## src/rtl/alu16_pkg.sv

```systemverilog
`default_nettype none
// ============================================================================
// Module      : alu16_pkg
// Description : Shared widths, opcode constants and sequencer FSM states for
//               the alu16 command sequencer slice.
// Revision    : 1.0 - initial release
// ============================================================================
package alu16_pkg;

  // Default datapath widths of the alu16 operand/opcode interface
  localparam int ALU_DW  = 16;
  localparam int ALU_RW  = 32;
  localparam int ALU_OPW = 6;
  localparam int ALU_FW  = 7;

  // Opcodes whose meaning matters to users of the sequencer. The sequencer
  // itself forwards every opcode uninterpreted.
  localparam logic [ALU_OPW-1:0] OP_ADD       = 6'd1;
  localparam logic [ALU_OPW-1:0] OP_SUB       = 6'd2;
  localparam logic [ALU_OPW-1:0] OP_COUNTER   = 6'd23;
  localparam logic [ALU_OPW-1:0] OP_CLR_CARRY = 6'd24;
  localparam logic [ALU_OPW-1:0] OP_PUSH      = 6'd29;
  localparam logic [ALU_OPW-1:0] OP_POP       = 6'd30;
  localparam logic [ALU_OPW-1:0] OP_CLR_STACK = 6'd33;

  // Sequencer FSM encoding
  typedef enum logic [1:0] {
    ST_IDLE   = 2'd0,
    ST_SETTLE = 2'd1,
    ST_HOLD   = 2'd2
  } seq_state_e;

endpackage
`default_nettype wire

```

## src/rtl/alu16_cmd_sequencer_if.sv

```systemverilog
`default_nettype none
// ============================================================================
// Module      : alu16_cmd_sequencer_if
// Description : Command, ALU-drive and result channels of the alu16 command
//               sequencer. master = sequencer side, slave = environment side
//               (command producer, alu16 datapath, result consumer).
// Revision    : 1.0 - initial release
// ============================================================================
interface alu16_cmd_sequencer_if
  import alu16_pkg::*;
#(
  parameter int DW  = ALU_DW,
  parameter int RW  = ALU_RW,
  parameter int OPW = ALU_OPW,
  parameter int FW  = ALU_FW
) ();

  // Command channel
  logic           cmd_valid;
  logic           cmd_ready;
  logic [OPW-1:0] cmd_op;
  logic [DW-1:0]  cmd_a;
  logic [DW-1:0]  cmd_b;

  // alu16 drive / sample
  logic [DW-1:0]  alu_a;
  logic [DW-1:0]  alu_b;
  logic [OPW-1:0] alu_op;
  logic           alu_enable;
  logic [RW-1:0]  alu_c;
  logic [FW-1:0]  alu_flags;

  // Result channel
  logic           res_valid;
  logic           res_ready;
  logic [RW-1:0]  res_data;
  logic [FW-1:0]  res_flags;
  logic [OPW-1:0] res_op;

  modport master (
    input  cmd_valid, cmd_op, cmd_a, cmd_b, alu_c, alu_flags, res_ready,
    output cmd_ready, alu_a, alu_b, alu_op, alu_enable,
           res_valid, res_data, res_flags, res_op
  );

  modport slave (
    output cmd_valid, cmd_op, cmd_a, cmd_b, alu_c, alu_flags, res_ready,
    input  cmd_ready, alu_a, alu_b, alu_op, alu_enable,
           res_valid, res_data, res_flags, res_op
  );

endinterface
`default_nettype wire

```

## src/rtl/alu16_cmd_fifo.sv

```systemverilog
`default_nettype none
// ============================================================================
// Module      : alu16_cmd_fifo
// Description : DEPTH x W command FIFO with registered count and a registered
//               write-ready that never depends on a same-cycle read.
// Revision    : 1.0 - initial release
// ============================================================================
module alu16_cmd_fifo #(
  parameter int DEPTH = 4,
  parameter int W     = 38
) (
  input  logic         clk,
  input  logic         rst,
  input  logic         wr_en_i,
  input  logic [W-1:0] wr_data_i,
  output logic         ready_o,
  input  logic         rd_en_i,
  output logic [W-1:0] rd_data_o,
  output logic         empty_o
);

  localparam int              AW     = $clog2(DEPTH);
  localparam logic [AW:0]     C_FULL = (AW+1)'(DEPTH);

  logic [W-1:0]  mem_q [DEPTH];
  logic [AW-1:0] wr_ptr_q;
  logic [AW-1:0] rd_ptr_q;
  logic [AW:0]   count_q;
  logic [AW:0]   count_d;
  logic          ready_q;
  logic          w_push;
  logic          w_pop;
  logic          w_full_d;

  // ready_q is low while full and for the reset cycle, so it gates the push
  assign w_push   = wr_en_i & ready_q;
  assign w_pop    = rd_en_i & (count_q != '0);
  assign w_full_d = (count_d == C_FULL);

  // Next occupancy; simultaneous push and pop leave it unchanged
  always_comb begin
    count_d = count_q;
    case ({w_push, w_pop})
      2'b10:   count_d = count_q + 1'b1;
      2'b01:   count_d = count_q - 1'b1;
      default: count_d = count_q;
    endcase
  end

  // Pointers, count and write-ready; pointers wrap naturally (DEPTH is 2^AW)
  always_ff @(posedge clk) begin
    if (rst) begin
      wr_ptr_q <= '0;
      rd_ptr_q <= '0;
      count_q  <= '0;
      ready_q  <= 1'b0;
    end else begin
      if (w_push) wr_ptr_q <= wr_ptr_q + 1'b1;
      if (w_pop)  rd_ptr_q <= rd_ptr_q + 1'b1;
      count_q <= count_d;
      ready_q <= ~w_full_d;
    end
  end

  // Storage array; contents are don't-care until written
  always_ff @(posedge clk) begin
    if (w_push) mem_q[wr_ptr_q] <= wr_data_i;
  end

  assign rd_data_o = mem_q[rd_ptr_q];
  assign ready_o   = ready_q;
  assign empty_o   = (count_q == '0);

endmodule
`default_nettype wire

```

## src/rtl/alu16_cmd_sequencer.sv

```systemverilog
`default_nettype none
// ============================================================================
// Module      : alu16_cmd_sequencer
// Description : Queues {op,a,b} commands, drives alu16 one command at a time
//               with a SETTLE-cycle enable pulse, captures c/flags on the last
//               settle cycle and returns results in order over valid/ready.
//               Optional ALU_SEQ_STATS_EN adds saturating stat_issued and
//               stat_stall counters.
// Revision    : 1.0 - initial release
// ============================================================================
module alu16_cmd_sequencer
  import alu16_pkg::*;
#(
  parameter int DEPTH  = 4,
  parameter int SETTLE = 1,
  parameter int DW     = ALU_DW,
  parameter int RW     = ALU_RW,
  parameter int OPW    = ALU_OPW,
  parameter int FW     = ALU_FW
) (
  input  logic                  clk,
  input  logic                  rst,
  alu16_cmd_sequencer_if.master bus
`ifdef ALU_SEQ_STATS_EN
  ,
  output logic [15:0]           stat_issued,
  output logic [15:0]           stat_stall
`endif
);

  localparam int            FIFO_W   = OPW + 2*DW;
  localparam int            CW       = $clog2(SETTLE + 1);
  localparam logic [CW-1:0] C_SETTLE = CW'(SETTLE);
  localparam logic [CW-1:0] C_LAST   = CW'(1);

  seq_state_e     state_q, state_d;
  logic [CW-1:0]  cnt_q, cnt_d;
  logic [DW-1:0]  alu_a_q, alu_a_d;
  logic [DW-1:0]  alu_b_q, alu_b_d;
  logic [OPW-1:0] alu_op_q, alu_op_d;
  logic           alu_en_q, alu_en_d;
  logic           res_valid_q, res_valid_d;
  logic [RW-1:0]  res_data_q, res_data_d;
  logic [FW-1:0]  res_flags_q, res_flags_d;
  logic [OPW-1:0] res_op_q, res_op_d;

  logic              w_fifo_pop;
  logic              w_fifo_empty;
  logic [FIFO_W-1:0] w_fifo_rd_data;

  alu16_cmd_fifo #(
    .DEPTH (DEPTH),
    .W     (FIFO_W)
  ) u_fifo (
    .clk       (clk),
    .rst       (rst),
    .wr_en_i   (bus.cmd_valid),
    .wr_data_i ({bus.cmd_op, bus.cmd_a, bus.cmd_b}),
    .ready_o   (bus.cmd_ready),
    .rd_en_i   (w_fifo_pop),
    .rd_data_o (w_fifo_rd_data),
    .empty_o   (w_fifo_empty)
  );

  // Next-state logic: issue from FIFO, count out the settle window, hold result
  always_comb begin
    state_d     = state_q;
    cnt_d       = cnt_q;
    alu_a_d     = alu_a_q;
    alu_b_d     = alu_b_q;
    alu_op_d    = alu_op_q;
    alu_en_d    = alu_en_q;
    res_valid_d = res_valid_q;
    res_data_d  = res_data_q;
    res_flags_d = res_flags_q;
    res_op_d    = res_op_q;
    w_fifo_pop  = 1'b0;
    case (state_q)
      ST_IDLE: begin
        if (!w_fifo_empty) begin
          w_fifo_pop                     = 1'b1;
          {alu_op_d, alu_a_d, alu_b_d}   = w_fifo_rd_data;
          alu_en_d                       = 1'b1;
          cnt_d                          = C_SETTLE;
          state_d                        = ST_SETTLE;
        end
      end
      ST_SETTLE: begin
        // c is only valid while enable is high, so capture on the last cycle
        if (cnt_q == C_LAST) begin
          res_data_d  = bus.alu_c;
          res_flags_d = bus.alu_flags;
          res_op_d    = alu_op_q;
          res_valid_d = 1'b1;
          alu_en_d    = 1'b0;
          cnt_d       = '0;
          state_d     = ST_HOLD;
        end else begin
          cnt_d = cnt_q - 1'b1;
        end
      end
      ST_HOLD: begin
        if (res_valid_q && bus.res_ready) begin
          res_valid_d = 1'b0;
          state_d     = ST_IDLE;
        end
      end
      default: begin
        state_d  = ST_IDLE;
        alu_en_d = 1'b0;
      end
    endcase
  end

  // State and output registers; reset drops any in-flight command
  always_ff @(posedge clk) begin
    if (rst) begin
      state_q     <= ST_IDLE;
      cnt_q       <= '0;
      alu_a_q     <= '0;
      alu_b_q     <= '0;
      alu_op_q    <= '0;
      alu_en_q    <= 1'b0;
      res_valid_q <= 1'b0;
      res_data_q  <= '0;
      res_flags_q <= '0;
      res_op_q    <= '0;
    end else begin
      state_q     <= state_d;
      cnt_q       <= cnt_d;
      alu_a_q     <= alu_a_d;
      alu_b_q     <= alu_b_d;
      alu_op_q    <= alu_op_d;
      alu_en_q    <= alu_en_d;
      res_valid_q <= res_valid_d;
      res_data_q  <= res_data_d;
      res_flags_q <= res_flags_d;
      res_op_q    <= res_op_d;
    end
  end

  assign bus.alu_a      = alu_a_q;
  assign bus.alu_b      = alu_b_q;
  assign bus.alu_op     = alu_op_q;
  assign bus.alu_enable = alu_en_q;
  assign bus.res_valid  = res_valid_q;
  assign bus.res_data   = res_data_q;
  assign bus.res_flags  = res_flags_q;
  assign bus.res_op     = res_op_q;

`ifdef ALU_SEQ_STATS_EN
  logic [15:0] stat_issued_q;
  logic [15:0] stat_stall_q;

  // Saturating issue and back-pressure counters
  always_ff @(posedge clk) begin
    if (rst) begin
      stat_issued_q <= '0;
      stat_stall_q  <= '0;
    end else begin
      if (state_q == ST_IDLE && state_d == ST_SETTLE && stat_issued_q != 16'hFFFF)
        stat_issued_q <= stat_issued_q + 16'd1;
      if (res_valid_q && !bus.res_ready && stat_stall_q != 16'hFFFF)
        stat_stall_q <= stat_stall_q + 16'd1;
    end
  end

  assign stat_issued = stat_issued_q;
  assign stat_stall  = stat_stall_q;
`endif

endmodule
`default_nettype wire
```

## src/flat_wrapper.sv

```systemverilog
// flat-port wrapper written by rule: the top's interface ports become plain ports
module alu16_cmd_sequencer_flat import alu16_pkg::*;
#(
  parameter int DEPTH  = 4,
  parameter int SETTLE = 1,
  parameter int DW     = ALU_DW,
  parameter int RW     = ALU_RW,
  parameter int OPW    = ALU_OPW,
  parameter int FW     = ALU_FW
)
  (clk, rst, bus_cmd_valid, bus_cmd_op, bus_cmd_a, bus_cmd_b, bus_alu_c, bus_alu_flags, bus_res_ready, bus_cmd_ready, bus_alu_a, bus_alu_b, bus_alu_op, bus_alu_enable, bus_res_valid, bus_res_data, bus_res_flags, bus_res_op);
  alu16_cmd_sequencer_if #(.DW(DW), .RW(RW), .OPW(OPW), .FW(FW)) bus_i ();
  input  logic clk;
  input  logic rst;
  input wire logic [$bits(bus_i.cmd_valid)-1:0] bus_cmd_valid;
  input wire logic [$bits(bus_i.cmd_op)-1:0] bus_cmd_op;
  input wire logic [$bits(bus_i.cmd_a)-1:0] bus_cmd_a;
  input wire logic [$bits(bus_i.cmd_b)-1:0] bus_cmd_b;
  input wire logic [$bits(bus_i.alu_c)-1:0] bus_alu_c;
  input wire logic [$bits(bus_i.alu_flags)-1:0] bus_alu_flags;
  input wire logic [$bits(bus_i.res_ready)-1:0] bus_res_ready;
  output wire logic [$bits(bus_i.cmd_ready)-1:0] bus_cmd_ready;
  output wire logic [$bits(bus_i.alu_a)-1:0] bus_alu_a;
  output wire logic [$bits(bus_i.alu_b)-1:0] bus_alu_b;
  output wire logic [$bits(bus_i.alu_op)-1:0] bus_alu_op;
  output wire logic [$bits(bus_i.alu_enable)-1:0] bus_alu_enable;
  output wire logic [$bits(bus_i.res_valid)-1:0] bus_res_valid;
  output wire logic [$bits(bus_i.res_data)-1:0] bus_res_data;
  output wire logic [$bits(bus_i.res_flags)-1:0] bus_res_flags;
  output wire logic [$bits(bus_i.res_op)-1:0] bus_res_op;
  assign bus_i.cmd_valid = bus_cmd_valid;
  assign bus_i.cmd_op = bus_cmd_op;
  assign bus_i.cmd_a = bus_cmd_a;
  assign bus_i.cmd_b = bus_cmd_b;
  assign bus_i.alu_c = bus_alu_c;
  assign bus_i.alu_flags = bus_alu_flags;
  assign bus_i.res_ready = bus_res_ready;
  assign bus_cmd_ready = bus_i.cmd_ready;
  assign bus_alu_a = bus_i.alu_a;
  assign bus_alu_b = bus_i.alu_b;
  assign bus_alu_op = bus_i.alu_op;
  assign bus_alu_enable = bus_i.alu_enable;
  assign bus_res_valid = bus_i.res_valid;
  assign bus_res_data = bus_i.res_data;
  assign bus_res_flags = bus_i.res_flags;
  assign bus_res_op = bus_i.res_op;
  alu16_cmd_sequencer #(.DEPTH(DEPTH), .SETTLE(SETTLE), .DW(DW), .RW(RW), .OPW(OPW), .FW(FW)) u_core (.clk(clk), .rst(rst), .bus(bus_i));
endmodule
```

## config.mk

```make
export PLATFORM = sky130hd
export DESIGN_NAME = alu16_cmd_sequencer_flat
export DESIGN_NICKNAME = d
export VERILOG_FILES = /design/src/rtl/alu16_pkg.sv /design/src/rtl/alu16_cmd_sequencer_if.sv /design/src/rtl/alu16_cmd_fifo.sv /design/src/rtl/alu16_cmd_sequencer.sv /design/src/flat_wrapper.sv
export SDC_FILE = /design/constraint.sdc
export NUM_CORES = 1
export LEC_CHECK = 0
export ABC_AREA = 0
export CORE_AREA = 10 10 160 162
export DETAILED_ROUTE_END_ITERATION = 12
export DIE_AREA = 0 0 170 172
export PLACE_DENSITY = 0.7
export SYNTH_ARGS = -nofsm -noshare
export SYNTH_HDL_FRONTEND = slang
export SYNTH_SLANG_ARGS = --single-unit
```

## constraint.sdc

```tcl
create_clock -name clk -period 4.8 [get_ports clk]
set_input_delay 0.72 -clock clk [delete_from_list [all_inputs] [get_ports clk]]
set_output_delay 0.72 -clock clk [all_outputs]
set_load 0.02 [all_outputs]
```

### Word-level counts from Yosys, hierarchy flattened

Memory sizes are Yosys's and may differ from the RTL's. A register that Yosys moved wholly into a read port is not among the register bits.
Index checks and enable logic that the tools add are counted.

| operators by class | value |
|---|---|
| $add $sub $neg | 5 |
| eq/ne operators | 8 |
| mux-type cells | 17 |
| bitwise gates (word level) | 5 |
| reductions and logical operators | 12 |

Operators by type and width:

| kind | count |
|---|---|
| 1-bit 2-to-1 mux | 9 |
| 3-bit AND reduction | 3 |
| 2-bit 2-to-1 mux | 3 |
| 2-bit one-hot mux with 3 select lines | 1 |
| 3-bit one-hot mux with 2 select lines | 1 |
| 2-bit AND reduction | 3 |
| 2-bit by 1-bit adder with 2-bit output, second input constant | 2 |
| 2-bit by 1-bit == test with 1-bit output, second input constant | 2 |
| 2-bit == test, second input constant | 2 |
| 2-bit by 1-bit inequality test with 1-bit output, second input constant | 2 |
| 1-bit one-hot mux with 2 select lines | 2 |
| 2-bit nonzero test | 2 |
| 3-bit by 1-bit adder with 3-bit output, second input constant | 1 |
| 3-bit == test, second input constant | 1 |
| 3-bit zero test | 1 |
| 1-bit NOT | 3 |
| 1-bit one-hot mux with 3 select lines | 1 |
| 3-bit nonzero test | 1 |
| 3-bit by 1-bit subtractor with 3-bit output, second input constant | 1 |
| 1-bit bitwise AND | 2 |
| 2-bit zero test | 1 |
| 2-bit inequality test, second input constant | 1 |
| 1-bit logical AND | 1 |
| 1-bit subtractor, second input constant | 1 |

| storage, ports and cells | value |
|---|---|
| flip-flop bits (word level) | 58 |
| RAM bits | 152 |
| input port bits | 81 |
| word-level logic and storage cells | 59 |
| memories kept | 1 |

Memory list:

| memory | depth | width | read ports | clocked after Yosys merged registers in | write ports | line | text |
|---|---|---|---|---|---|---|---|
| u_core.u_fifo.mem_q | 4 | 38 | 1 | 1 | 1 | alu16_cmd_fifo.sv:25 | `logic [W-1:0] mem_q [DEPTH];` |

### Depth between registers and ports, before layout

Gate-level depths: netlist (run 1).

| logic depth | value |
|---|---|
| depth after elaboration | 8 |
| gate-level depth with buffers | 10 |
| gate-level depth less buffers | 9 |

### Modules after synthesis

From an unflattened synthesis (run 1), not the netlist that was laid out.

| second synthesis, totals | value |
|---|---|
| cells, all modules | 636 |
| area total of the unflattened synthesis | 9093.7 um^2 |

Modules (own cells, without submodules):

| module | instances | cells each | area an instance (um^2) |
|---|---|---|---|
| alu16_cmd_fifo | 1 | 254 | 6002.0 |
| alu16_cmd_sequencer | 1 | 382 | 3091.7 |

### Least setup slack after synthesis (run 1)

No wires, ideal clock.

| timing path | value |
|---|---|
| kind | register to register |
| start point | register u_core.u_fifo.count_q[1] |
| end point | register u_core.u_fifo.ready_q, in the netlist u_core.u_fifo.ready_o |
| library setup time | 87 ps |
| arrival | 2113 ps |
| slack | 2600 ps |
| cell stages (with the launch flop) | 10 |
| path buffers | 0 |
| cell sequence | dfxtp_1 -> or3_4 -> nand2_1 -> inv_1 -> ha_1 -> inv_1 -> fa_1 -> or2_2 -> a31o_2 -> o31ai_1 |

| on the way | value |
|---|---|
| word-level cells in the longest chain between the ends | 8 |
| elaborated cells between the ends (all ways) | 12 |

Ends and longest elaborated chain:

| element | line | text |
|---|---|---|
| start, declared | alu16_cmd_fifo.sv:28 | `logic [AW:0] count_q;` |
| start signal, assigned | alu16_cmd_fifo.sv:60 | `count_q <= count_d;` |
| 3-bit zero test * | alu16_cmd_fifo.sv:72 | `assign empty_o = (count_q == '0);` |
| 1-bit 2-to-1 mux * | alu16_cmd_sequencer.sv:80 | `if (!w_fifo_empty) begin` |
| 1-bit 2-to-1 mux * | alu16_cmd_sequencer.sv:78 | `case (state_q)` |
| via u_core.u_fifo.rd_en_i | alu16_cmd_fifo.sv:17 | `input logic rd_en_i,` |
| 1-bit bitwise AND * | alu16_cmd_fifo.sv:37 | `assign w_pop = rd_en_i & (count_q != '0);` |
| 2-bit by 1-bit == test with 1-bit output / 2-bit == test (equally long branches) | alu16_cmd_fifo.sv:43 | `case ({w_push, w_pop})` |
| 3-bit one-hot mux with 2 select lines * | alu16_cmd_fifo.sv:43 |  |
| 3-bit == test * | alu16_cmd_fifo.sv:38 | `assign w_full_d = (count_d == C_FULL);` |
| 1-bit NOT * | alu16_cmd_fifo.sv:61 | `ready_q <= ~w_full_d;` |
| end signal, assigned | alu16_cmd_fifo.sv:61 |  |
| end, declared | alu16_cmd_fifo.sv:30 | `logic ready_q;` |

Mark *: on every way through the listed nets, which the timed path passes. The rest lies on a longest branch.
A chain may end at the register's enable or synchronous reset.

### Final worst setup path (run 1)

Same ends and word-level chain as after synthesis.

==> results by stage, run 1 <==
Run status:
- The flow ran to the end, and the final reports show no timing, DRC or antenna violations.

Critical path:
- Data on the critical path is required at its endpoint by 5230 ps.
- The kind of capture point of the worst setup path is a flop.
- On the critical path, the stage with the largest delay is an instance of or3_4.
- The critical path startpoint is u_core.u_fifo.count_q[1].
- Along the worst path, the maximum fanout reaches 4.
- The startpoint identified for the worst register-to-register timing path is u_core.u_fifo.count_q[1].
- The worst setup path is of the flop to flop kind.
- The nature of the critical path startpoint is a flop.
- For this run, the slowest stage of the critical path takes 420 ps.
- The endpoint arrival time on the critical path is 2810 ps.
- The cell repeated most along the worst path is inv_1.
- Walking the worst path, the cells encountered are or3_4 -> nand2_1 -> inv_1 -> ha_1 -> inv_1 -> fa_1 -> or2_2 -> a31o_2 -> o31ai_1.

Yosys:
- The share of synthesized area occupied by flip-flops and latches is 0.732.
- Synthesis inferred 248 register bits.
- Synthesis handed over a netlist of 557 instances.
- The number of enable flip-flop cells after synthesis is 152.
- The dominant combinational cell family by area after synthesis is multiplexers.
- The most numerous cell in the Yosys netlist is edfxtp_1.
- In this run the cell area of the synthesized design comes to 0.00887 mm2.
- The synthesized-area fraction occupied by xor and xnor cells is 0.00296.
- By count the netlist is led by edfxtp_1 (152), dfxtp_1 (96), nand2_1 (95), a21oi_1 (53).
- Of the total synthesized cell area, the portion taken by AND, OR, NAND and NOR gates is 0.0550.
- The average cell area after synthesis is 15.9 um2.
- After synthesis, the netlist uses 37 different library cells.
- The synthesized design spends more area on one cell type than any other, namely edfxtp_1.
- The net count after synthesis is 644.
- The adder-cell share of the synthesized area is 0.00931.
- During synthesis, Yosys emitted a total of 0 warnings.
- The area share of the largest cell type after synthesis is 0.515.
- The mux contribution to synthesized area is 0.0965.
- Ranked by total cell area, the synthesized netlist is headed by edfxtp_1 (51%), dfxtp_1 (22%), mux4_2 (9.7%).
- The compound-cell area share of the yosys netlist is 0.0776.
- In the synthesized netlist the dominant register cell turns out to be edfxtp_1.
- After synthesis, the share of flip-flops with an asynchronous set or reset is 0.

Pwr:
- VDD sags by at most 0.000417 V.
- The reported leakage power is 3.84 nW.
- The relative contribution of the clock network to total power is 0.308.
- The part of the power in combinational logic is 0.247.
- The share of total power dissipated in sequential elements is 0.444.
- The cell-internal power is 4.69 mW.
- Dividing total power by cell area gives a power density of 567 mW/mm2.
- Of the total power, the share spent switching nets is 0.287.
- Summed over all nets, the switching power comes to 1.89 mW.

Detailed routing:
- The number of DRC markers in iteration 0 is 437.
- For this block, the routed nets add up to 19700 um of wire.
- The routed via count divided by cell count is 5.12.
- Once detail routing completed, the nets flagged for antenna violations numbered 0.
- After detailed routing, the average wire length per cell comes to 19.2 um.
- The total number of vias is 5251.
- The first TritonRoute pass finished after 4 iterations.
- The total DRC errors in the routed layout is 0.

Timing:
- The time the worst path needs with I/O delays and setup is 2380 ps.
- The achievable clock frequency is 0.420 GHz.
- The transition at the pin with the smallest max-transition slack is 1200 ps.
- The worst max-slew margin expressed relative to the limit is 0.195.
- The final number of max-transition violations is 0.
- The clock tree skew after final layout is 14.5 ps.
- Across all hold checks on the routed design, the worst slack comes to 453 ps.
- The count of endpoints failing hold in the final timing report came to 0.
- Dividing the final minimum period by the clock period gives 0.496.
- Setup slack on the critical path of the routed design comes to 2420 ps.
- The number of endpoints failing setup at the final stage is 0.
- Setup repair after global routing left no endpoint under its margin.
- The final sum of negative setup slack is 0 ps.

Clocking:
- The cts-stage hold buffer count is 0.
- The clock drives 248 sinks.
- The clock reaches the later pin of the worst-skew pair after 520 ps.
- CTS built an H-tree with a depth of 1.
- The CTS tree is yes.
- Buffers added to address setup during post-CTS repair amount to 0.
- In this run the clock root is driven by a clkbuf_16.
- Counting the buffers created by CTS gives 26.
- The clock transition at the registers of the reported paths is 60 ps.
- The number of gates resized after cts is 0.
- The clock tree buffer depth is 3.

Global route:
- The combined global-route utilization of all metal layers is 0.131.
- The remaining global-route overflow is 0.
- The initial antenna violation count was 0.
- The first global-routing pass estimated 30300 um of wire.
- The via count of the first global-routing pass is 5481.
- Entering global routing, the biggest net connects 63 pins.

Cells and area:
- The filler cells instantiated in the layout total 1791.
- The number of inserted diodes is 0.
- The layout net count is 807.
- In the final layout, the share of cells above drive strength 1 is 0.130.
- The layout overhead on the synthesized area is 30.9%.

Job:
- Across the run, the number of max-cap violations was 0.

Floorplan:
- In this run the core area contains 55 standard-cell rows.
- The overall die width is 170 um.
- The chip height is 172 um.
- The initial core utilization is 0.396.
- The core region is 0.0224 mm2.
- 167 I/O pins were placed.
- The die covers 0.0292 mm2.

Placement:
- The last weighted congestion value of the routability-driven placer is 0.883.
- Summed over all nets, the half-perimeter wirelength after detailed placement is 12600 um.
- The worst-case setup slack after placement is 1960 ps.
- During placement, the flow inserted port buffers numbering 166.

Hold path:
- In this run the worst hold path is classified as flop to flop.
- The beginning of the worst hold path is u_core.bus.res_data[18].
==> final timing paths <==
check / endpoint / slack (ps) / cells past startpoint
setup reg to reg: u_core.u_fifo.ready_o / 2420 / 9
setup / recovery: u_core.u_fifo.ready_o / 2420 / 9
hold / removal: u_core.bus.res_data[18] / 450 / 2
hold reg to reg: u_core.bus.res_data[18] / 450 / 2
==> cell families (layout without fill, tap and decap cells) <==
logic type	Yosys count	after routing
and+or+nand+nor	117	117
adders and majority gates	6	6
xor gates and xnor gates	3	3
DFF	248	248
muxes	38	38
AOI/OAI and AO/OA	103	103
buffers and inverters	42	225
==> sequential cells by signal (all words and copies together), names as in the netlist <==
signal                  count
u_core.bus.alu_a           16
u_core.bus.alu_b           16
u_core.bus.alu_enable       1
u_core.bus.alu_op           6
u_core.bus.res_data        32
u_core.bus.res_flags        7
u_core.bus.res_op           6
u_core.bus.res_valid        1
u_core.cnt_q                1
u_core.state_q              2
u_core.u_fifo.count_q       3
u_core.u_fifo.mem_q       152
u_core.u_fifo.rd_ptr_q      2
u_core.u_fifo.ready_o       1
u_core.u_fifo.wr_ptr_q      2
==> cells in the final DEF (no fill, tap or decap), types with 2 or more instances in the layout <==
| master | count |
|---|---|
| a21oi_1 | 53 |
| nor3_1 | 2 |
| a31o_2 | 2 |
| buf_4 | 3 |
| mux4_2 | 38 |
| clkinv_2 | 5 |
| o21ai_0 | 3 |
| xor2_1 | 2 |
| clkbuf_1 | 6 |
| and3_2 | 4 |
| nand2_1 | 95 |
| clkbuf_8 | 4 |
| clkdlybuf4s50_1 | 165 |
| bufinv_16 | 3 |
| a22o_1 | 38 |
| ha_1 | 5 |
| edfxtp_1 | 152 |
| or3_1 | 2 |
| inv_1 | 8 |
| dfxtp_1 | 94 |
| clkbuf_16 | 27 |
| nor2_1 | 6 |
==> worst max-delay path, delay by kind of cell (launching register included) <==
kind                     cells  cell delay (ps)
AO/OA/AOI/OAI                2              300
AND/OR/NAND/NOR              3              870
buffers and inverters        2              160
flip-flops                   1              340
adder cells (fa/ha/maj)      2              630
==> through the flow <==
stage | instances | util | area [um2] | total power, mW
6_report | 1025 | 0.519 | 11600 | 6.58
5_1_grt | 1025 | 0.519 | 11600 | 6.89
4_1_cts | 1025 | 0.519 | 11600 | 6.67
3_5_place_dp | 977 | 0.479 | 10700 | 4.62
3_3_place_gp | 977 | 0.479 | 10700 | 4.56
2_1_floorplan | 557 | - | 8870 | 3.91
==> final cells by class <==
cell class,count,area [um2],area share
Clock inverter,11,135,0.0116
Sequential cell,248,6490,0.559
Clock buffer,37,753,0.0649
Inverter,8,30.0,0.00259
Multi-Input combinational cell,267,2160,0.186
Timing Repair Buffer,169,1680,0.145
Tap cell,285,357,0.0307
==> routing by layer <==
| metal | share of wire | global-route usage |
|---|---|---|
| met1 | 0.41 | 0.157 |
| met2 | 0.46 | 0.218 |
| met3 | 0.10 | 0.0433 |
| met4 | 0.026 | 0.0393 |
| met5 | 0 | 0 |
==> power by group through the flow <==
stage	logic, mW	registers [mW]	clock network (mW)
finish	1.63	2.92	2.03
global route	1.76	2.98	2.16
CTS	1.66	2.93	2.08
detailed placement	1.65	2.97	0
global placement	1.61	2.96	0
floorplan	0.866	3.04	0
Note: power is estimated with default switching activity, not from simulation.
==> run 2, diff against run 1 <==
--- a/config.mk
+++ b/config.mk
@@ -9,7 +9,7 @@
 export CORE_AREA = 10 10 160 162
 export DETAILED_ROUTE_END_ITERATION = 12
 export DIE_AREA = 0 0 170 172
-export PLACE_DENSITY = 0.7
+export PLACE_DENSITY = 0.72
 export SYNTH_ARGS = -nofsm -noshare
 export SYNTH_HDL_FRONTEND = slang
 export SYNTH_SLANG_ARGS = --single-unit
==> constraint.sdc (replaced) <==
create_clock -name clk -period 2.08 [get_ports clk]
set_input_delay 0.312 -clock clk [delete_from_list [all_inputs] [get_ports clk]]
set_output_delay 0.312 -clock clk [all_outputs]
set_load 0.02 [all_outputs]
==> results by stage, run 2 (synthesis results as in run 1) <==
Run status:
- The flow ran to the end, and the final reports show no timing, DRC or antenna violations.

Global route:
- The largest net degree at the start of global routing is 46.
- The via count of the first global-routing pass is 5649.
- The combined global-route utilization of all metal layers is 0.132.
- The total overflow left after global routing is 0.
- The initial antenna violation count is 2.
- The first-pass GRT wire length is 31000 um.

Clocking:
- The sink count of the clock tree is 248.
- The clock tree buffer depth is 3.
- The number of buffers created by CTS is 26.
- At the later pin of the worst-skew pair, clock insertion delay measures 530 ps.
- The number of levels in the clock H-tree is 1.
- The CTS tree is yes.
- The clock transition at the registers of the reported paths is 60 ps.
- The cts-stage hold buffer count is 0.
- The master cell of the clock root buffer is clkbuf_16.

Critical path:
- Data arrives at the worst endpoint at 2460 ps.
- The critical path class is flop to flop.
- STA classifies the critical path endpoint as a flop.
- Walking the worst path, the cells encountered are or3_4 -> nand2_2 -> inv_2 -> ha_4 -> inv_2 -> fa_1 -> or2_4 -> a31o_2 -> o31ai_1.
- The nature of the critical path startpoint is a flop.
- The largest fanout on the critical path is 2.
- On the worst path, the slowest cell contributes a delay of 400 ps.
- The cell with the biggest individual delay on the critical path is fa_1.
- For the worst setup path, the data required time is 2510 ps.
- By instance count, the cell type seen most on the critical path is inv_2.

Floorplan:
- The initial core utilization is 0.396.
- From left edge to right edge, the die measures 170 um.
- The chip height is 172 um.
- The total number of placement rows is 55.
- The floorplan step defined a core boundary enclosing 0.0224 mm2.
- The count of pins on the block boundary is 167.
- The area of the die is 0.0292 mm2.

Hold path:
- The path class of the tightest hold or removal check is primary input to flop.

Detailed routing:
- The final route contains 5311 vias.
- The total DRC errors in the routed layout is 0.
- The post-detailed-route wirelength per cell is 18.7 um.
- The first-pass iteration count of the detailed router is 4.
- Dividing the detail-routed via count by the number of cells gives 5.03.
- The remaining number of nets flagged by the antenna check after routing is 0.
- The wire length after detailed routing is 19800 um.
- The detailed router finished its first iteration with 318 violations.

Placement:
- The congestion estimate from routability-driven global placement came to 0.779.
- Port buffering added 166 buffers.
- The sum of net half-perimeters after detailed placement is 13100 um.
- The post-place instance area is 0.0110 mm2.

Pwr:
- The part of the power in combinational logic is 0.283.
- Of the total power, the share spent switching nets is 0.290.
- Cell internal power was estimated by the tool at 11.1 mW.
- The share of total power dissipated in the clock network is 0.303.
- For this design the static power due to leakage is 4.01 nW.
- The power per cell area is 1310 mW/mm2.
- The share of total power dissipated in sequential elements is 0.414.
- The net switching component of the power is 4.54 mW.
- Across the VDD grid, the largest voltage drop is 0.000763 V.

Timing:
- The count of endpoints failing hold in the final timing report is 0.
- The final sum of negative setup slack is 0 ps.
- The transition at the pin with the smallest max-transition slack is 478 ps.
- Timing would allow up to 0.492 GHz.
- Setup repair after global routing left no endpoint under its margin.
- On the final layout, the worst clock skew is 22.5 ps.
- Measured against its own limit, the worst slew margin works out to 0.679.
- The final hold slack is 149 ps.
- Setup violations remaining at the end of the flow were counted as 0.
- The time the worst path needs with I/O delays and setup is 2030 ps.
- The final number of max-transition violations is 0.
- The final worst-path cycle share is 0.977.

Cells and area:
- Of the cells placed in the final design, the portion with a size suffix greater than 1 is 0.178.
- Measured on the finished design, the core utilization comes to 0.535.
- The most common library cell in the layout ignoring fill and taps is clkdlybuf4s50_1.
- In the layout the commonest cells are clkdlybuf4s50_1 (165), edfxtp_1 (152), nand2_1 (94), dfxtp_1 (93), a21oi_1 (53).
- The register with the most flip-flops is u_core.u_fifo.mem_q.
- The register with the most flip-flops in the layout has 152 of them.
- For this run, the post-layout net count is 838.
- The number of inserted diodes is 0.
- The area growth from synthesis to layout is 35.1%.
- After routing the design area is 0.0120 mm2.

Job:
- Max-cap violations in this run came to 0.
run 2: cell types whose count changed in the layout (fill, tap and decap cells not counted), sizes merged:
cell and change:
clkinvlp +6, clkbuf -6, inv +2, clkinv -2, buf +31
run 2: metal layers:
layer	GRT usage	share of wire	wire, um	up-vias
met4	0.0278	0.012	235	4
met3	0.0408	0.087	1730	25
met5	0	0.0014	27	-
met2	0.222	0.48	9440	177
met1	0.165	0.42	8340	2620
li1	-	-	-	2485
run 2: what timing repair did:
item,4_1_cts,5_1_grt
setup buffers,1,0
endpoints found under the setup margin,1,1
pin swaps,2,1
gates resized for setup,1,3
run 2: worst paths after layout:
check | startpoint | endpoint | slack [ps] | depth (start not counted)
setup reg to reg | u_core.u_fifo.count_q[2] | u_core.u_fifo.ready_o | 50 | 9
hold / removal | rst | u_core.u_fifo.count_q[0] | 150 | 2
setup / recovery | u_core.u_fifo.count_q[2] | u_core.u_fifo.ready_o | 50 | 9
hold reg to reg | u_core.bus.res_flags[4] | u_core.bus.res_flags[4] | 450 | 2
run 2: through the flow:
step | setup slack [ps] | total power [mW] | instances
2_1_floorplan | 8.34 | 9.05 | 557
3_3_place_gp | -29.0 | 11.0 | 1007
3_5_place_dp | -52.1 | 11.0 | 1007
4_1_cts | 2.77 | 15.9 | 1056
6_report | 47.3 | 15.7 | 1056
5_1_grt | 15.9 | 16.4 | 1056
run 2: power by group through the flow:
stage          Sequential (mW)  Combinational (mW)  Clock, mW
5_1_grt                   6.59                4.79       5.07
3_3_place_gp              6.57                4.40          0
3_5_place_dp              6.59                4.44          0
6_report                  6.49                4.43       4.75
4_1_cts                   6.49                4.48       4.87
2_1_floorplan             7.02                2.03          0
run 2: area by class of cell:
type | count | area [um2]
inverter | 8 | 30.0
clock buffer | 31 | 709
tap | 285 | 357
clock inverter | 17 | 199
fill | 1796 | 10400
timing repair buffer | 200 | 2010
multi-input combinational | 267 | 2180
sequential | 248 | 6490
run 2: worst max-delay path, delay by kind of cell (launching register included):
family / cells / cell delay, ps
AO/OA/AOI/OAI: 2 / 280
adder cells (fa/ha/maj): 2 / 550
AND/OR/NAND/NOR: 3 / 700
flip-flops: 1 / 320
buffers and inverters: 2 / 90
==> run 3, diff against run 2 <==
--- a/config.mk
+++ b/config.mk
@@ -9,7 +9,7 @@
 export CORE_AREA = 10 10 160 162
 export DETAILED_ROUTE_END_ITERATION = 12
 export DIE_AREA = 0 0 170 172
-export PLACE_DENSITY = 0.72
+export PLACE_DENSITY_LB_ADDON = 0.25
 export SYNTH_ARGS = -nofsm -noshare
 export SYNTH_HDL_FRONTEND = slang
 export SYNTH_SLANG_ARGS = --single-unit
==> constraint.sdc (replaced) <==
create_clock -name clk -period 2.08 [get_ports clk]
set_input_delay 0.416 -clock clk [delete_from_list [all_inputs] [get_ports clk]]
set_output_delay 0.416 -clock clk [all_outputs]
set_load 0.02 [all_outputs]
==> results by stage, run 3 (synthesis results as in run 1) <==
Clocking:
- The clock transition at the registers of the reported paths is 60 ps.
- The tree is rooted in a clkbuf_16.
- CTS built an H-tree with a depth of 1.
- The sink count of the clock tree is 248.
- The clock tree buffer depth is 3.
- The number of buffers created by CTS is 26.
- The clock latency at the later pin of the worst-skew pair is 520 ps.
- The CTS tree is yes.

Cells and area:
- The number of inserted diodes is 0.
- For this run, the number of standard cells in the final layout without fillers is 1049.
- The layout net count is 831.
- The register with the most flip-flops in the layout has 152 of them.
- The most common library cell in the layout ignoring fill and taps is clkdlybuf4s50_1.
- The core occupancy in the finished layout is 0.536.
- After routing the design area is 0.0120 mm2.
- The layout overhead on the synthesized area is 35.2%.
- The share of final-layout standard cells stronger than drive strength 1 is 0.169.
- The count of fill cells added during filler insertion is 1757.
- The register with the most flip-flops is u_core.u_fifo.mem_q.
- In the layout the commonest cells are clkdlybuf4s50_1 (163), edfxtp_1 (152), nand2_1 (94), dfxtp_1 (93), a21oi_1 (53).

Timing:
- The worst max-slew margin expressed relative to the limit is 0.673.
- Setup repair after global routing could not meet its margin everywhere.
- Setup violations remaining at the end of the flow were counted as 0.
- The achievable clock frequency is 0.489 GHz.
- The routed design could run at a clock period as short as 2040 ps.
- The final number of max-transition violations is 0.
- Dividing the final minimum period by the clock period gives 0.982.
- The clock tree skew after final layout is 18.1 ps.
- At the pin with the least slew margin, the transition time is 487 ps.
- The count of endpoints failing hold in the final timing report is 0.

Pwr:
- IR analysis of the VDD net gives a maximum drop of 0.000653 V.
- The reported leakage power is 4.05 nW.
- The power per cell area is 1320 mW/mm2.

Detailed routing:
- The remaining number of nets flagged by the antenna check after routing is 0.
- The total number of vias is 5259.
- The post-detailed-route wirelength per cell is 18.9 um.
- The total DRC errors in the routed layout is 0.
- The routed via count divided by cell count is 5.01.
- The number of DRC markers in iteration 0 is 430.
- The first-pass iteration count of the detailed router is 4.
- The wire length after detailed routing is 19900 um.

Floorplan:
- The initial core utilization is 0.396.
- The overall die width is 170 um.
- The area of the die is 0.0292 mm2.
- The total number of placement rows is 55.
- The chip height is 172 um.
- 167 I/O pins were placed.
- In this run the standard cell core region covers 0.0224 mm2.

Global route:
- Entering global routing, the biggest net connects 51 pins.
- Across every metal layer, demand over resource in global routing totals 0.133.
- The first global-routing pass estimated 30800 um of wire.
- The via count of the first global-routing pass is 5558.
- The total overflow left after global routing is 0.
- The initial antenna violation count is 0.

Critical path:
- The destination of the worst register-to-register timing path is u_core.u_fifo.ready_o.
- In this run the worst setup path terminates at u_core.u_fifo.ready_o.
- The startpoint identified for the worst register-to-register timing path is u_core.u_fifo.count_q[0].
- The critical path class is flop to flop.
- The worst register-to-register path has a setup slack of 40 ps.
- The critical path startpoint is u_core.u_fifo.count_q[0].
- The nature of the critical path startpoint is a flop.
- The data required time at the worst endpoint is 2500 ps.
- Measured in cells, the most critical reg-to-reg path has a length of 9.
- The largest fanout on the critical path is 2.
- The endpoint arrival time on the critical path is 2470 ps.
- The worst setup path is captured at a flop.

Job:
- Across the run, the number of max-cap violations was 0.

Placement:
- The post-place instance area is 0.0110 mm2.
- The last weighted congestion value of the routability-driven placer is 0.810.
- The number of cells in the design after placement is 999.
- Detailed placement finished with a half-perimeter wire length of 12900 um.
- The count of input and output buffers is 166.

Hold path:
- The path class of the tightest hold or removal check is primary input to flop.
- In this run the most critical hold path is launched from rst.

Run status:
- The run finished with clean final reports.
==> run 3: cell count changes in the layout (fill, tap and decap cells not counted), moves of 2 or more <==
cell / previous run / this run
clkinvlp_4: 7 / 0
clkinv_2: 2 / 7
inv_6: 2 / 0
dlymetal6s2s_1: 0 / 2
clkbuf_1: 1 / 5
clkdlybuf4s50_1: 165 / 163
clkbuf_16: 26 / 28
buf_12: 8 / 10
buf_4: 26 / 17
==> run 3: power breakdown <==
part / switching, mW / internal (mW) / total [mW] / leakage, nW
registers: 0.425 / 6.06 / 6.49 / 2.17
clock network: 1.80 / 3.08 / 4.88 / 0.464
logic: 2.23 / 2.23 / 4.46 / 1.42
==> run 3: worst max-delay path, cell delays in order, from the launching register on <==
cell	delay [ps]
dfxtp_1	310
or3_4	400
nand2_4	70
inv_2	50
ha_4	160
inv_2	50
fa_1	390
or2_4	250
a31o_2	220
o31ai_1	60
==> run 3: worst min path at each step <==
stage	end	slack (ps)	cells after the start
2_1_floorplan	u_core.u_fifo.wr_ptr_q[1]	470	2
3_3_place_gp	u_core.bus.res_data[23]	440	2
3_5_place_dp	u_core.bus.res_op[1]	450	2
4_1_cts	u_core.u_fifo.count_q[0]	250	2
6_report	u_core.u_fifo.count_q[0]	270	2
5_1_grt	u_core.u_fifo.count_q[0]	270	2
==> run 3: layout make-up <==
type | count | area [um2] | share of cell area
Inverter | 8 | 30.0 | 0.00250
Sequential cell | 248 | 6490 | 0.542
Multi-Input combinational cell | 267 | 2190 | 0.183
Timing Repair Buffer | 193 | 1990 | 0.166
Clock inverter | 11 | 155 | 0.0129
Clock buffer | 37 | 774 | 0.0646
Tap cell | 285 | 357 | 0.0297
==> run 3: repair_timing <==
item | CTS | global route
resized for setup | 1 | 8
pin swaps | 0 | 2
setup endpoints to repair | 1 | 4
hold buffers | 0 | 0
buffers inserted | 1 | 1
==> run 3: metrics by stage <==
| step | hold slack, ps | setup TNS, ps | power [mW] | setup WS (ps) |
|---|---|---|---|---|
| floorplan | 469 | 0 | 9.05 | 8.34 |
| global placement | 442 | -273 | 10.9 | -157 |
| detailed placement | 447 | -379 | 11.0 | -181 |
| CTS | 250 | 0 | 16.0 | 4.02 |
| global route | 270 | -23.2 | 16.6 | -23.2 |
| finish | 271 | 0 | 15.8 | 36.7 |
==> run 3: per-layer routing <==
layer | GRT usage | part of all wire
met1 | 0.161 | 0.42
met2 | 0.222 | 0.47
met3 | 0.0406 | 0.085
met4 | 0.0412 | 0.020
met5 | 0 | 0
